File: src/rtl/riscv_pkg.sv
// Shared RV32I definitions: opcodes, immediate formats and the ID/EX record.
// The decode helpers here are used by the decode stage and the immediate generator.
package riscv_pkg;

  localparam logic [6:0] OPC_LOAD   = 7'b0000011;
  localparam logic [6:0] OPC_STORE  = 7'b0100011;
  localparam logic [6:0] OPC_BRANCH = 7'b1100011;
  localparam logic [6:0] OPC_JAL    = 7'b1101111;
  localparam logic [6:0] OPC_JALR   = 7'b1100111;
  localparam logic [6:0] OPC_OP     = 7'b0110011;
  localparam logic [6:0] OPC_OP_IMM = 7'b0010011;
  localparam logic [6:0] OPC_LUI    = 7'b0110111;
  localparam logic [6:0] OPC_AUIPC  = 7'b0010111;
  localparam logic [6:0] OPC_SYSTEM = 7'b1110011;
  localparam logic [6:0] OPC_FENCE  = 7'b0001111;

  typedef enum logic [2:0] {
    IMM_I,
    IMM_S,
    IMM_B,
    IMM_U,
    IMM_J,
    IMM_NONE
  } imm_fmt_e;

  typedef struct packed {
    logic        valid;
    logic [31:0] inst_addr;
    logic [31:0] op_a;
    logic [31:0] op_b;
    logic [31:0] imm;
    logic [4:0]  rs1_addr;
    logic [4:0]  rs2_addr;
    logic [4:0]  rd_addr;
    logic        rd_wen;
    logic [6:0]  opcode;
    logic [2:0]  funct3;
    logic        funct7b5;
    logic        mem_rd;
    logic        mem_wr;
    logic        illegal;
  } idex_t;

  function automatic imm_fmt_e imm_fmt(input logic [6:0] opc);
    case (opc)
      OPC_LOAD, OPC_OP_IMM, OPC_JALR: imm_fmt = IMM_I;
      OPC_STORE:                      imm_fmt = IMM_S;
      OPC_BRANCH:                     imm_fmt = IMM_B;
      OPC_LUI, OPC_AUIPC:             imm_fmt = IMM_U;
      OPC_JAL:                        imm_fmt = IMM_J;
      default:                        imm_fmt = IMM_NONE;
    endcase
  endfunction

  function automatic logic is_legal(input logic [6:0] opc);
    case (opc)
      OPC_LOAD, OPC_STORE, OPC_BRANCH, OPC_JAL, OPC_JALR, OPC_OP,
      OPC_OP_IMM, OPC_LUI, OPC_AUIPC, OPC_SYSTEM, OPC_FENCE: is_legal = 1'b1;
      default:                                               is_legal = 1'b0;
    endcase
  endfunction

  // Opcodes whose architectural result lands in rd.
  function automatic logic writes_rd(input logic [6:0] opc);
    case (opc)
      OPC_LOAD, OPC_OP_IMM, OPC_OP, OPC_LUI, OPC_AUIPC,
      OPC_JAL, OPC_JALR: writes_rd = 1'b1;
      default:           writes_rd = 1'b0;
    endcase
  endfunction

endpackage

File: src/rtl/id_stage_if.sv
// ID/EX pipeline bus: the registered decode result plus EX back-pressure.
// The decode stage is the master; the EX unit is the slave.
interface id_stage_if;

  logic        ex_ready_i;
  logic        ex_valid_o;
  logic [31:0] ex_inst_addr_o;
  logic [31:0] ex_op_a_o;
  logic [31:0] ex_op_b_o;
  logic [31:0] ex_imm_o;
  logic [4:0]  ex_rs1_addr_o;
  logic [4:0]  ex_rs2_addr_o;
  logic [4:0]  ex_rd_addr_o;
  logic        ex_rd_wen_o;
  logic [6:0]  ex_opcode_o;
  logic [2:0]  ex_funct3_o;
  logic        ex_funct7b5_o;
  logic        ex_mem_rd_o;
  logic        ex_mem_wr_o;
  logic        ex_illegal_o;

  modport master (
    input  ex_ready_i,
    output ex_valid_o, ex_inst_addr_o, ex_op_a_o, ex_op_b_o, ex_imm_o,
           ex_rs1_addr_o, ex_rs2_addr_o, ex_rd_addr_o, ex_rd_wen_o,
           ex_opcode_o, ex_funct3_o, ex_funct7b5_o, ex_mem_rd_o,
           ex_mem_wr_o, ex_illegal_o
  );

  modport slave (
    output ex_ready_i,
    input  ex_valid_o, ex_inst_addr_o, ex_op_a_o, ex_op_b_o, ex_imm_o,
           ex_rs1_addr_o, ex_rs2_addr_o, ex_rd_addr_o, ex_rd_wen_o,
           ex_opcode_o, ex_funct3_o, ex_funct7b5_o, ex_mem_rd_o,
           ex_mem_wr_o, ex_illegal_o
  );

endinterface

File: src/rtl/imm_gen.sv
// Combinational RV32I immediate generator; every format sign-extends from inst[31].
module imm_gen
  import riscv_pkg::*;
(
  input  logic [31:0] inst,
  input  imm_fmt_e    fmt,
  output logic [31:0] imm
);

  always_comb begin
    imm = 32'd0;
    case (fmt)
      IMM_I: imm = {{20{inst[31]}}, inst[31:20]};
      IMM_S: imm = {{20{inst[31]}}, inst[31:25], inst[11:7]};
      IMM_B: imm = {{19{inst[31]}}, inst[31], inst[7], inst[30:25], inst[11:8], 1'b0};
      IMM_U: imm = {inst[31:12], 12'd0};
      IMM_J: imm = {{11{inst[31]}}, inst[31], inst[19:12], inst[20], inst[30:21], 1'b0};
      default: imm = 32'd0;
    endcase
  end

endmodule

File: src/rtl/id_stage.sv
// RV32I instruction-decode stage: decodes inst_i, owns the ID/EX register,
// the load-use interlock, EX back-pressure hold and branch flush.
module id_stage
  import riscv_pkg::*;
(
  input  logic              clk,
  input  logic              rst,
  input  logic [31:0]       inst_i,
  input  logic [31:0]       inst_addr_i,
  input  logic              inst_valid_i,
  output logic              stall_o,
  input  logic              flush_i,
  output logic [4:0]        rs1_addr_o,
  output logic [4:0]        rs2_addr_o,
  input  logic [31:0]       rs1_data_i,
  input  logic [31:0]       rs2_data_i,
  output logic [31:0]       bubble_cnt_o,
  id_stage_if.master        ex
);

  logic [6:0]  opcode;
  logic [4:0]  rd_addr;
  logic [31:0] imm;
  logic        uses_rs1;
  logic        uses_rs2;
  logic        hazard;
  idex_t       dec;
  idex_t       idex_q;
  logic [31:0] bubble_cnt_q;

  assign opcode     = inst_i[6:0];
  assign rd_addr    = inst_i[11:7];
  assign rs1_addr_o = inst_i[19:15];
  assign rs2_addr_o = inst_i[24:20];

  imm_gen u_imm_gen (
    .inst (inst_i),
    .fmt  (imm_fmt(opcode)),
    .imm  (imm)
  );

  assign uses_rs1 = (opcode != OPC_LUI) && (opcode != OPC_AUIPC) && (opcode != OPC_JAL);
  assign uses_rs2 = (opcode == OPC_OP) || (opcode == OPC_STORE) || (opcode == OPC_BRANCH);

  // Control bits are gated by inst_valid_i so a bubble from IF never carries side effects.
  always_comb begin
    dec           = '0;
    dec.valid     = inst_valid_i;
    dec.inst_addr = inst_addr_i;
    dec.op_a      = rs1_data_i;
    dec.op_b      = rs2_data_i;
    dec.imm       = imm;
    dec.rs1_addr  = rs1_addr_o;
    dec.rs2_addr  = rs2_addr_o;
    dec.rd_addr   = rd_addr;
    dec.opcode    = opcode;
    dec.funct3    = inst_i[14:12];
    dec.funct7b5  = inst_i[30];
    dec.rd_wen    = inst_valid_i && writes_rd(opcode) && (rd_addr != 5'd0);
    dec.mem_rd    = inst_valid_i && (opcode == OPC_LOAD);
    dec.mem_wr    = inst_valid_i && (opcode == OPC_STORE);
    dec.illegal   = inst_valid_i && !is_legal(opcode);
  end

  assign hazard = idex_q.valid && idex_q.mem_rd && (idex_q.rd_addr != 5'd0) && inst_valid_i &&
                  ((uses_rs1 && (idex_q.rd_addr == rs1_addr_o)) ||
                   (uses_rs2 && (idex_q.rd_addr == rs2_addr_o)));

  // Flush takes precedence so IF can redirect immediately.
  assign stall_o = !rst && !flush_i && (!ex.ex_ready_i || hazard);

  always_ff @(posedge clk) begin
    if (rst) begin
      idex_q       <= '0;
      bubble_cnt_q <= 32'd0;
    end else if (flush_i) begin
      idex_q.valid   <= 1'b0;
      idex_q.rd_wen  <= 1'b0;
      idex_q.mem_rd  <= 1'b0;
      idex_q.mem_wr  <= 1'b0;
      idex_q.illegal <= 1'b0;
    end else if (!ex.ex_ready_i) begin
      idex_q <= idex_q;
    end else if (hazard) begin
      idex_q.valid   <= 1'b0;
      idex_q.rd_wen  <= 1'b0;
      idex_q.mem_rd  <= 1'b0;
      idex_q.mem_wr  <= 1'b0;
      idex_q.illegal <= 1'b0;
      bubble_cnt_q   <= bubble_cnt_q + 32'd1;
    end else begin
      idex_q <= dec;
    end
  end

  assign bubble_cnt_o      = bubble_cnt_q;
  assign ex.ex_valid_o     = idex_q.valid;
  assign ex.ex_inst_addr_o = idex_q.inst_addr;
  assign ex.ex_op_a_o      = idex_q.op_a;
  assign ex.ex_op_b_o      = idex_q.op_b;
  assign ex.ex_imm_o       = idex_q.imm;
  assign ex.ex_rs1_addr_o  = idex_q.rs1_addr;
  assign ex.ex_rs2_addr_o  = idex_q.rs2_addr;
  assign ex.ex_rd_addr_o   = idex_q.rd_addr;
  assign ex.ex_rd_wen_o    = idex_q.rd_wen;
  assign ex.ex_opcode_o    = idex_q.opcode;
  assign ex.ex_funct3_o    = idex_q.funct3;
  assign ex.ex_funct7b5_o  = idex_q.funct7b5;
  assign ex.ex_mem_rd_o    = idex_q.mem_rd;
  assign ex.ex_mem_wr_o    = idex_q.mem_wr;
  assign ex.ex_illegal_o   = idex_q.illegal;

endmodule

File: src/flat_wrapper.sv
// flat-port wrapper written by rule: the top's interface ports become plain ports
module id_stage_flat import riscv_pkg::*;
  (clk, rst, inst_i, inst_addr_i, inst_valid_i, stall_o, flush_i, rs1_addr_o, rs2_addr_o, rs1_data_i, rs2_data_i, bubble_cnt_o, ex_ex_ready_i, ex_ex_valid_o, ex_ex_inst_addr_o, ex_ex_op_a_o, ex_ex_op_b_o, ex_ex_imm_o, ex_ex_rs1_addr_o, ex_ex_rs2_addr_o, ex_ex_rd_addr_o, ex_ex_rd_wen_o, ex_ex_opcode_o, ex_ex_funct3_o, ex_ex_funct7b5_o, ex_ex_mem_rd_o, ex_ex_mem_wr_o, ex_ex_illegal_o);
  id_stage_if ex_i ();
  input  logic clk;
  input  logic rst;
  input  logic [31:0] inst_i;
  input  logic [31:0] inst_addr_i;
  input  logic inst_valid_i;
  output logic stall_o;
  input  logic flush_i;
  output logic [4:0] rs1_addr_o;
  output logic [4:0] rs2_addr_o;
  input  logic [31:0] rs1_data_i;
  input  logic [31:0] rs2_data_i;
  output logic [31:0] bubble_cnt_o;
  input wire logic [$bits(ex_i.ex_ready_i)-1:0] ex_ex_ready_i;
  output wire logic [$bits(ex_i.ex_valid_o)-1:0] ex_ex_valid_o;
  output wire logic [$bits(ex_i.ex_inst_addr_o)-1:0] ex_ex_inst_addr_o;
  output wire logic [$bits(ex_i.ex_op_a_o)-1:0] ex_ex_op_a_o;
  output wire logic [$bits(ex_i.ex_op_b_o)-1:0] ex_ex_op_b_o;
  output wire logic [$bits(ex_i.ex_imm_o)-1:0] ex_ex_imm_o;
  output wire logic [$bits(ex_i.ex_rs1_addr_o)-1:0] ex_ex_rs1_addr_o;
  output wire logic [$bits(ex_i.ex_rs2_addr_o)-1:0] ex_ex_rs2_addr_o;
  output wire logic [$bits(ex_i.ex_rd_addr_o)-1:0] ex_ex_rd_addr_o;
  output wire logic [$bits(ex_i.ex_rd_wen_o)-1:0] ex_ex_rd_wen_o;
  output wire logic [$bits(ex_i.ex_opcode_o)-1:0] ex_ex_opcode_o;
  output wire logic [$bits(ex_i.ex_funct3_o)-1:0] ex_ex_funct3_o;
  output wire logic [$bits(ex_i.ex_funct7b5_o)-1:0] ex_ex_funct7b5_o;
  output wire logic [$bits(ex_i.ex_mem_rd_o)-1:0] ex_ex_mem_rd_o;
  output wire logic [$bits(ex_i.ex_mem_wr_o)-1:0] ex_ex_mem_wr_o;
  output wire logic [$bits(ex_i.ex_illegal_o)-1:0] ex_ex_illegal_o;
  assign ex_i.ex_ready_i = ex_ex_ready_i;
  assign ex_ex_valid_o = ex_i.ex_valid_o;
  assign ex_ex_inst_addr_o = ex_i.ex_inst_addr_o;
  assign ex_ex_op_a_o = ex_i.ex_op_a_o;
  assign ex_ex_op_b_o = ex_i.ex_op_b_o;
  assign ex_ex_imm_o = ex_i.ex_imm_o;
  assign ex_ex_rs1_addr_o = ex_i.ex_rs1_addr_o;
  assign ex_ex_rs2_addr_o = ex_i.ex_rs2_addr_o;
  assign ex_ex_rd_addr_o = ex_i.ex_rd_addr_o;
  assign ex_ex_rd_wen_o = ex_i.ex_rd_wen_o;
  assign ex_ex_opcode_o = ex_i.ex_opcode_o;
  assign ex_ex_funct3_o = ex_i.ex_funct3_o;
  assign ex_ex_funct7b5_o = ex_i.ex_funct7b5_o;
  assign ex_ex_mem_rd_o = ex_i.ex_mem_rd_o;
  assign ex_ex_mem_wr_o = ex_i.ex_mem_wr_o;
  assign ex_ex_illegal_o = ex_i.ex_illegal_o;
  id_stage u_core (.clk(clk), .rst(rst), .inst_i(inst_i), .inst_addr_i(inst_addr_i), .inst_valid_i(inst_valid_i), .stall_o(stall_o), .flush_i(flush_i), .rs1_addr_o(rs1_addr_o), .rs2_addr_o(rs2_addr_o), .rs1_data_i(rs1_data_i), .rs2_data_i(rs2_data_i), .bubble_cnt_o(bubble_cnt_o), .ex(ex_i));
endmodule
File: config.mk
export PLATFORM = sky130hd
export DESIGN_NAME = id_stage_flat
export DESIGN_NICKNAME = d
export VERILOG_FILES = /design/src/rtl/riscv_pkg.sv /design/src/rtl/id_stage_if.sv /design/src/rtl/imm_gen.sv /design/src/rtl/id_stage.sv /design/src/flat_wrapper.sv
export SDC_FILE = /design/constraint.sdc
export NUM_CORES = 1
export LEC_CHECK = 0
export CAP_MARGIN = 20
export CORE_MARGIN = 3
export CORE_UTILIZATION = 34
export DETAILED_ROUTE_END_ITERATION = 16
export GPL_ROUTABILITY_DRIVEN = 0
export PLACE_DENSITY_LB_ADDON = 0.05
export SLEW_MARGIN = 0
export SYNTH_ARGS = -nofsm -noshare
export SYNTH_HDL_FRONTEND = slang
export SYNTH_SLANG_ARGS = --single-unit
File: constraint.sdc
create_clock -name clk -period 2.3 [get_ports clk]
set_clock_uncertainty 0.05 [all_clocks]
set_input_delay 0.23 -clock clk [delete_from_list [all_inputs] [get_ports clk]]
set_output_delay 0.23 -clock clk [all_outputs]
set_load 0.02 [all_outputs]
# Word level (Yosys, flattened, before mapping)
# Index checks and enable logic that the tools add are counted.
dict set report op_classes {
  add_sub_neg 1
  eq_ne 20
  muxes 7
  n_bitwise 2
  reduce_logical 33
}
# operator n
set op_table {}
lappend op_table {{case mux 32 bit (5 select lines)} 1}
lappend op_table {{adder 32 x 1 -> 32 bit, second input constant} 1}
lappend op_table {{== test 7 bit, second input constant} 4}
lappend op_table {{== test 7 x 6 -> 1 bit, second input constant} 3}
lappend op_table {{logical AND 1 bit} 15}
lappend op_table {{case mux 3 bit (5 select lines)} 1}
lappend op_table {{== test 7 x 5 -> 1 bit, second input constant} 2}
lappend op_table {{OR reduction 11 bit} 1}
lappend op_table {{== test 5 bit} 2}
lappend op_table {{nonzero test 5 bit} 2}
lappend op_table {{== test 7 x 2 -> 1 bit, second input constant} 1}
lappend op_table {{== test 7 x 4 -> 1 bit, second input constant} 1}
lappend op_table {{!= test 7 x 5 -> 1 bit, second input constant} 1}
lappend op_table {{!= test 7 x 6 -> 1 bit, second input constant} 1}
lappend op_table {{!= test 7 bit, second input constant} 1}
lappend op_table {{OR reduction 7 bit} 1}
lappend op_table {{== test 3 x 2 -> 1 bit, second input constant} 2}
lappend op_table {{AND reduction 3 bit} 2}
lappend op_table {{zero test 1 bit} 4}
lappend op_table {{logical OR 1 bit} 4}
lappend op_table {{two-way mux 1 bit} 4}
lappend op_table {{OR reduction 2 bit} 2}
lappend op_table {{== test 3 x 1 -> 1 bit, second input constant} 1}
lappend op_table {{== test 3 bit, second input constant} 1}
lappend op_table {{other kinds (4)} 5}
dict set report word_totals {
  reg_bits 191
  input_bits 133
  elab_cells 79
}

# Logic depth before layout (Yosys ltp)
dict set report depth {
  ltp_word 8
  ltp_mapped 9
  mapped_depth_nobuf 6
}

# Hierarchy
# A second synthesis with hierarchy kept.
dict set report hier_totals {
  hier_cells 1040
  hier_area_um2 8016.4
}
# module instances cells_per_inst area_each_um2 seq_area_each_um2
set by_module_without_submodules {}
lappend by_module_without_submodules {id_stage 1 946 7475.9 3823.7}
lappend by_module_without_submodules {imm_gen 1 94 540.5 0.0}

# Worst setup path before layout
# OpenSTA, ideal clock, no wires.
dict set report synth_path {
  path_type {flip-flop to flip-flop}
  from {register u_core.idex_q, in the netlist u_core.ex.ex_rd_addr_o[0]}
  to {register u_core.bubble_cnt_q[13], in the netlist u_core.bubble_cnt_o[13]}
  setup_ns 0.070
  arrival_ns 2.076
  setup_slack_ns 0.104
  stages_incl_launch_ff 8
  period_less_slack_ns 2.196
  path_cell_list {dfxtp_1 -> xnor2_1 -> nand3_1 -> nor4_2 -> buf_4 -> nor2_4 -> or4b_1 -> a21oi_1}
}
dict set report synth_between {
  elab_chain_cells 5
  word_cells_on_any_way 10
  classes_between {2 x eq/ne; 8 x reduce/logical}
}
# item line_no
set synth_lines {}
lappend synth_lines {{start, declared} id_stage.sv:28} ;# idex_t idex_q;
lappend synth_lines {{start signal, assigned} id_stage.sv:83} ;# idex_q <= idex_q;
lappend synth_lines {{== test 5 bit (tied with other cells)} id_stage.sv:66} ;# ((uses_rs1 && (idex_q.rd_addr == rs1_addr_o)) ||
lappend synth_lines {{logical AND 1 bit, on equally long branches} {id_stage.sv:66, id_stage.sv:65, id_stage.sv:67}}
lappend synth_lines {{logical OR 1 bit or logical AND 1 bit (tied branches)} {id_stage.sv:66, id_stage.sv:65}}
lappend synth_lines {{logical AND 1 bit (*)} id_stage.sv:65} ;# assign hazard = idex_q.valid && idex_q.mem_rd && (idex_q.rd_addr != 5'd0) && inst_valid_i &&
lappend synth_lines {{AND reduction 3 bit (no source line) (*)} n/a}
lappend synth_lines {{end signal, assigned} id_stage.sv:90} ;# bubble_cnt_q <= bubble_cnt_q + 32'd1;
lappend synth_lines {{end, declared} id_stage.sv:29} ;# logic [31:0] bubble_cnt_q;
# Mark *: on every way between the ends. The rest lies on a longest branch, timed or not.
# A chain may end at the register's enable or synchronous reset.

# Worst setup path after layout
dict set report layout_path {
  from {register u_core.idex_q, in the netlist u_core.ex.ex_rd_addr_o[1]}
  to {output port stall_o}
}
dict set report layout_between {
  elab_chain_cells 6
  word_cells_on_any_way 11
  classes_between {2 x eq/ne; 9 x reduce/logical}
}
# item line_no
set layout_lines {}
lappend layout_lines {{== test 5 bit (tied with other cells)} id_stage.sv:66}
lappend layout_lines {{logical AND 1 bit, on equally long branches} {id_stage.sv:66, id_stage.sv:65, id_stage.sv:67}}
lappend layout_lines {{logical OR 1 bit or logical AND 1 bit (tied branches)} {id_stage.sv:66, id_stage.sv:65}}
lappend layout_lines {{logical AND 1 bit (*)} id_stage.sv:65}
lappend layout_lines {{logical OR 1 bit (*)} id_stage.sv:70} ;# assign stall_o = !rst && !flush_i && (!ex.ex_ready_i || hazard);
lappend layout_lines {{logical AND 1 bit (*)} id_stage.sv:70}
lappend layout_lines {{end, declared} flat_wrapper.sv:10} ;# output logic stall_o;
# Marks and branches as above.

==> results.md <==
Floorplan:
- After floorplanning, the core was divided into 54 placement rows.
- The height of the chip is 158 µm.
- The horizontal die dimension is 158 µm.
- The number of top-level pins is 335.
- The initial utilization of the core area, before any placement, comes to 0.352.
- In this run the standard cell core region covers 22200 µm².
- The full die area is 24900 µm².

Critical path:
- The worst reg-to-reg path cell count is 7.
- The endpoint of the most critical setup path is stall_o.
- The category of cells accounting for the largest share of critical-path delay is simple AND/OR/NAND/NOR gates.
- The required time of the critical path is 2.02 ns.
- The category of the worst setup path capture point is an output port.
- The number of logic stages on the critical path including buffering is 6.
- Walking the worst path, the cells encountered are or4_4 > o21ai_4 > nor4_4 > nor2_4 > a21oi_2 > buf_6.
- The worst register-to-register path ends at u_core.bubble_cnt_o[15].
- The register-to-register setup slack is 0.06 ns.
- Tracing the worst setup path back leads to its startpoint at u_core.ex.ex_rd_addr_o[1].
- The delay of the slowest cell on the worst path is 0.57 ns.
- In this run the critical register-to-register path is launched from u_core.ex.ex_rd_addr_o[1].
- STA classifies the critical path startpoint as a flip-flop.
- The largest individual stage delay along the critical path comes from the cell sky130_fd_sc_hd__or4_4.
- The worst path buffer plus inverter count is 1.
- By startpoint and endpoint, the worst setup path is classified as reg -> out.
- Along the worst path, the maximum fanout reaches 5.
- The signal arrival time at the worst endpoint is 2.02 ns.

STA:
- The total count of max-transition violations in the final report is 0.
- In this run the tightest slew margin relative to its limit is 0.334.
- The fmax is 0.435 GHz.
- Setup violations remaining at the end of the flow were counted as 0.
- Setup total negative slack on the finished layout was measured at 0 ns.
- Of the available clock period, the critical path in the final layout requires 0.999.
- For the pin with the worst max-slew slack, the measured transition is 1.00 ns.
- Setup repair after global routing could not meet its margin everywhere.
- In the post-route analysis, the smallest setup slack over all paths is 0.00299 ns.
- The post-route minimum period is 2.30 ns.
- The hold violation total from the final report came to 0.

Yosys:
- The number of different library cells used by synthesis comes to 59.
- The portion of the post-synthesis area used by sequential elements is 0.488.
- Of the total synthesized cell area, the portion taken by AND, OR, NAND and NOR gates is 0.252.
- The most used standard cell by instance count after synthesis is sky130_fd_sc_hd__nand2_1.
- By area the synthesized netlist is led by sky130_fd_sc_hd__dfxtp_1 (49%), sky130_fd_sc_hd__nand2_1 (13%), sky130_fd_sc_hd__a21oi_1 (8.8%).
- Counting instances in the post-synthesis netlist gives the leading cell types as sky130_fd_sc_hd__nand2_1 (269), sky130_fd_sc_hd__dfxtp_1 (191), sky130_fd_sc_hd__a21oi_1 (138).
- The main combinational cell family by area after synthesis is simple AND/OR/NAND/NOR gates.
- For this run, the number of Yosys warnings is 0.
- The post-synthesis compound-gate area fraction is 0.163.
- The area share of fa/ha/maj cells after synthesis is 0.00160.
- In this run, synthesis inferred 0 flip-flops with an integrated enable.
- The share of the synthesized area in the top cell type is 0.488.
- In the synthesized netlist the async set-or-reset flop fraction comes to 0.
- The synthesized net count is 1107.
- The summed instance area of the synthesized netlist is 7830 µm².
- Synthesis handed over a netlist of 973 instances.
- The post-synthesis area per instance is 8.04 µm².
- In the synthesized netlist the dominant register cell turns out to be sky130_fd_sc_hd__dfxtp_1.
- Measured against the total synthesized area, the mux share comes to 0.00703.
- The flip-flop and latch count after synthesis is 191.
- The synthesized-area fraction occupied by xor and xnor cells is 0.0334.
- Summed over all instances, the cell type with the most area after synthesis is sky130_fd_sc_hd__dfxtp_1.

CTS:
- The cts-stage hold buffer count is 0.
- The number of levels in the clock H-tree is 4.
- CTS placed an instance of sky130_fd_sc_hd__clkbuf_16 at the clock tree root.
- In this run the deepest clock path goes through 2 buffers.
- The clock-pin slew reported for the worst setup and hold paths after clock tree synthesis is 0.08 ns.
- The number of buffers inserted during clock tree synthesis is 17.
- The clock drives 191 sinks.
- TritonCTS built the clock tree.
- At the later pin of the worst-skew pair, clock insertion delay measures 0.43 ns.

Detailed routing:
- Dividing the detail-routed wire length by the instance count gives 16.8 µm.
- The count of nets left with antenna violations once routing finished came out at 0.
- The DRC violation total after the first TritonRoute iteration is 428.
- The total wire length is 27400 µm.
- The number of detailed-route iterations in the first pass is 6.
- In the routed design, unresolved DRC markers number 0.
- The routed via count is 7924.
- The detailed-route vias per instance is 4.86.

Cells and area:
- The layout overhead on the synthesized area is 63.3%.
- The net count of the finished layout is 1471.
- The fraction of layout instances using a drive strength above 1 is 0.132.
- The utilization after layout is 0.575.
- The finished layout holds 1632 standard cells, fillers aside.
- The count of filler cells inserted in the layout is 2047.

Pwr:
- Of the total power, the share spent switching nets is 0.272.
- In this run the power density over the cells is 617 nW/µm².
- The leakage power of the design is 4.67 nW.
- The share of total power dissipated in combinational logic is 0.160.
- Of the total power, registers draw 0.442.
- The part of the total power dissipated in the clock network is 0.398.
- The maximum VDD drop is 0.432 mV.
- The internal power of the cells totals 5.74 mW.
- The total net switching power is 2.14 mW.
- The overall power consumption is 7.88 mW.

Run status:
- The run finished with clean final reports.

Placed design:
- The final HPWL from detailed placement is 19900 µm.
- Once placement completed, the tool counted placed cells totaling 1594.
- The worst setup timing slack at the placement stage is -0.374 ns.
- The port buffer count is 334.

Global route:
- The total routing usage reported by global routing is 0.209.
- The largest net degree at the start of global routing is 84.
- After global routing the overflow that remains totals 0.
- The via count of the first global-routing pass is 7501.
- The first global-routing pass estimated 41200 µm of wire.
- The initial antenna violation count is 1.

Min path:
- Counting instances, the worst hold path has a depth of 4.
- The startpoint identified for the worst hold timing path is rst.
- The tightest min-delay check is of the in -> reg type.

Job:
- The count of max-cap constraint violations is 0.
## layout by cell type (no fill, tap or decap), types with 3 or more instances in the layout
| cell type | count |
|---|---|
| sky130_fd_sc_hd__nor2b_1 | 12 |
| sky130_fd_sc_hd__xnor2_1 | 7 |
| sky130_fd_sc_hd__a22oi_1 | 4 |
| sky130_fd_sc_hd__buf_6 | 6 |
| sky130_fd_sc_hd__nor3_1 | 28 |
| sky130_fd_sc_hd__clkdlybuf4s50_1 | 332 |
| sky130_fd_sc_hd__inv_6 | 4 |
| sky130_fd_sc_hd__dfxtp_1 | 187 |
| sky130_fd_sc_hd__buf_12 | 7 |
| sky130_fd_sc_hd__clkinv_8 | 3 |
| sky130_fd_sc_hd__xnor2_2 | 3 |
| sky130_fd_sc_hd__a211oi_1 | 20 |
| sky130_fd_sc_hd__o2111ai_1 | 11 |
| sky130_fd_sc_hd__nand3_1 | 16 |
| sky130_fd_sc_hd__o211ai_1 | 8 |
| sky130_fd_sc_hd__a21oi_1 | 121 |
| sky130_fd_sc_hd__nor2_1 | 58 |
| sky130_fd_sc_hd__nand4_1 | 10 |
| sky130_fd_sc_hd__a31o_2 | 4 |
| sky130_fd_sc_hd__and3_1 | 10 |
| sky130_fd_sc_hd__inv_8 | 3 |
| sky130_fd_sc_hd__o21ai_0 | 13 |
| sky130_fd_sc_hd__buf_4 | 79 |
| sky130_fd_sc_hd__a21oi_2 | 17 |
| sky130_fd_sc_hd__dfxtp_2 | 3 |
| sky130_fd_sc_hd__inv_1 | 4 |
| sky130_fd_sc_hd__nand2b_1 | 7 |
| sky130_fd_sc_hd__and2_1 | 6 |
| sky130_fd_sc_hd__and4_1 | 3 |
| sky130_fd_sc_hd__nand2_1 | 268 |
| sky130_fd_sc_hd__xor2_1 | 19 |
| sky130_fd_sc_hd__clkbuf_16 | 19 |
| sky130_fd_sc_hd__mux2_2 | 3 |
| sky130_fd_sc_hd__or3_1 | 5 |
## state kept, by name, indices dropped and copies added (netlist names)
name,flops
u_core.ex.ex_rd_addr_o,5
u_core.ex.ex_rs1_addr_o,5
u_core.ex.ex_rd_wen_o,1
u_core.ex.ex_op_b_o,32
u_core.ex.ex_mem_wr_o,1
u_core.bubble_cnt_o,32
u_core.ex.ex_opcode_o,7
u_core.ex.ex_rs2_addr_o,5
u_core.ex.ex_op_a_o,32
u_core.ex.ex_imm_o,32
u_core.ex.ex_inst_addr_o,32
u_core.ex.ex_funct7b5_o,1
u_core.ex.ex_funct3_o,3
u_core.ex.ex_valid_o,1
u_core.ex.ex_illegal_o,1
u_core.ex.ex_mem_rd_o,1
## logic make-up (layout without fill, tap and decap cells)
logic type,Yosys count,in the layout
adders and majority gates,1,1
and+or+nand+nor,446,446
other,0,2
muxes,5,5
buffers and inverters,87,464
DFF,191,191
xor gates and xnor gates,29,29
AOI/OAI and AO/OA,214,214
## metrics by stage
| stage | instance area (µm²) | hold slack, ns |
|---|---|---|
| 6_report | 12800 | 0.195 |
| 5_1_grt | 12800 | 0.178 |
| 4_1_cts | 12600 | 0.159 |
| 3_5_place_dp | 11900 | 0.396 |
| 3_3_place_gp | 11900 | 0.390 |
| 2_1_floorplan | 7830 | 0.310 |
## final cells by class
class,instances,area (µm²),area share
clock buffer,17,425,0.0333
multi-input combinational,695,3730,0.292
clock inverter,15,196,0.0154
antenna,2,5.00,0.000392
sequential,191,3830,0.300
tap,280,350,0.0274
timing repair buffer,428,4230,0.331
inverter,4,15.0,0.00117
## worst min-delay path by stage
stage,end,slack (ns)
floorplan,u_core.ex.ex_imm_o[10],0.31
global placement,u_core.ex.ex_op_a_o[31],0.39
detailed placement,u_core.ex.ex_op_a_o[3],0.40
CTS,u_core.ex.ex_mem_rd_o,0.16
global route,u_core.ex.ex_illegal_o,0.18
finish,u_core.ex.ex_illegal_o,0.20
## power groups by stage
stage	registers, mW	clock network, mW	logic, mW
global route	3.50	3.34	1.35
CTS	3.49	3.22	1.23
finish	3.49	3.13	1.26
detailed placement	3.56	0	1.23
floorplan	3.71	0	0.369
global placement	3.56	0	1.23
## per-layer routing
| layer | up-vias | GRT usage | wire, µm | part of all wire |
|---|---|---|---|---|
| li1 | 4015 | - | - | - |
| met1 | 3646 | 0.267 | 12000 | 0.44 |
| met2 | 238 | 0.341 | 12800 | 0.47 |
| met3 | 25 | 0.0651 | 2080 | 0.076 |
| met4 | 0 | 0.0595 | 475 | 0.017 |
| met5 | - | 0 | 0 | 0 |
## worst reg2reg max path, delay by kind of cell (launching register included)
| kind | cells | cell delay, ns |
|---|---|---|
| compound gates | 2 | 0.50 |
| buf+inv | 1 | 0.17 |
| flops | 1 | 0.38 |
| mux | 1 | 0.33 |
| simple gates | 3 | 0.71 |
## repair_timing
item | CTS | global route
pin swaps | 3 | 7
cloned | 0 | 2
setup buffers | 1 | 2
gates resized for setup | 7 | 38
setup endpoints to repair | 21 | 161
No activity file was read; power rests on OpenSTA's default activity.
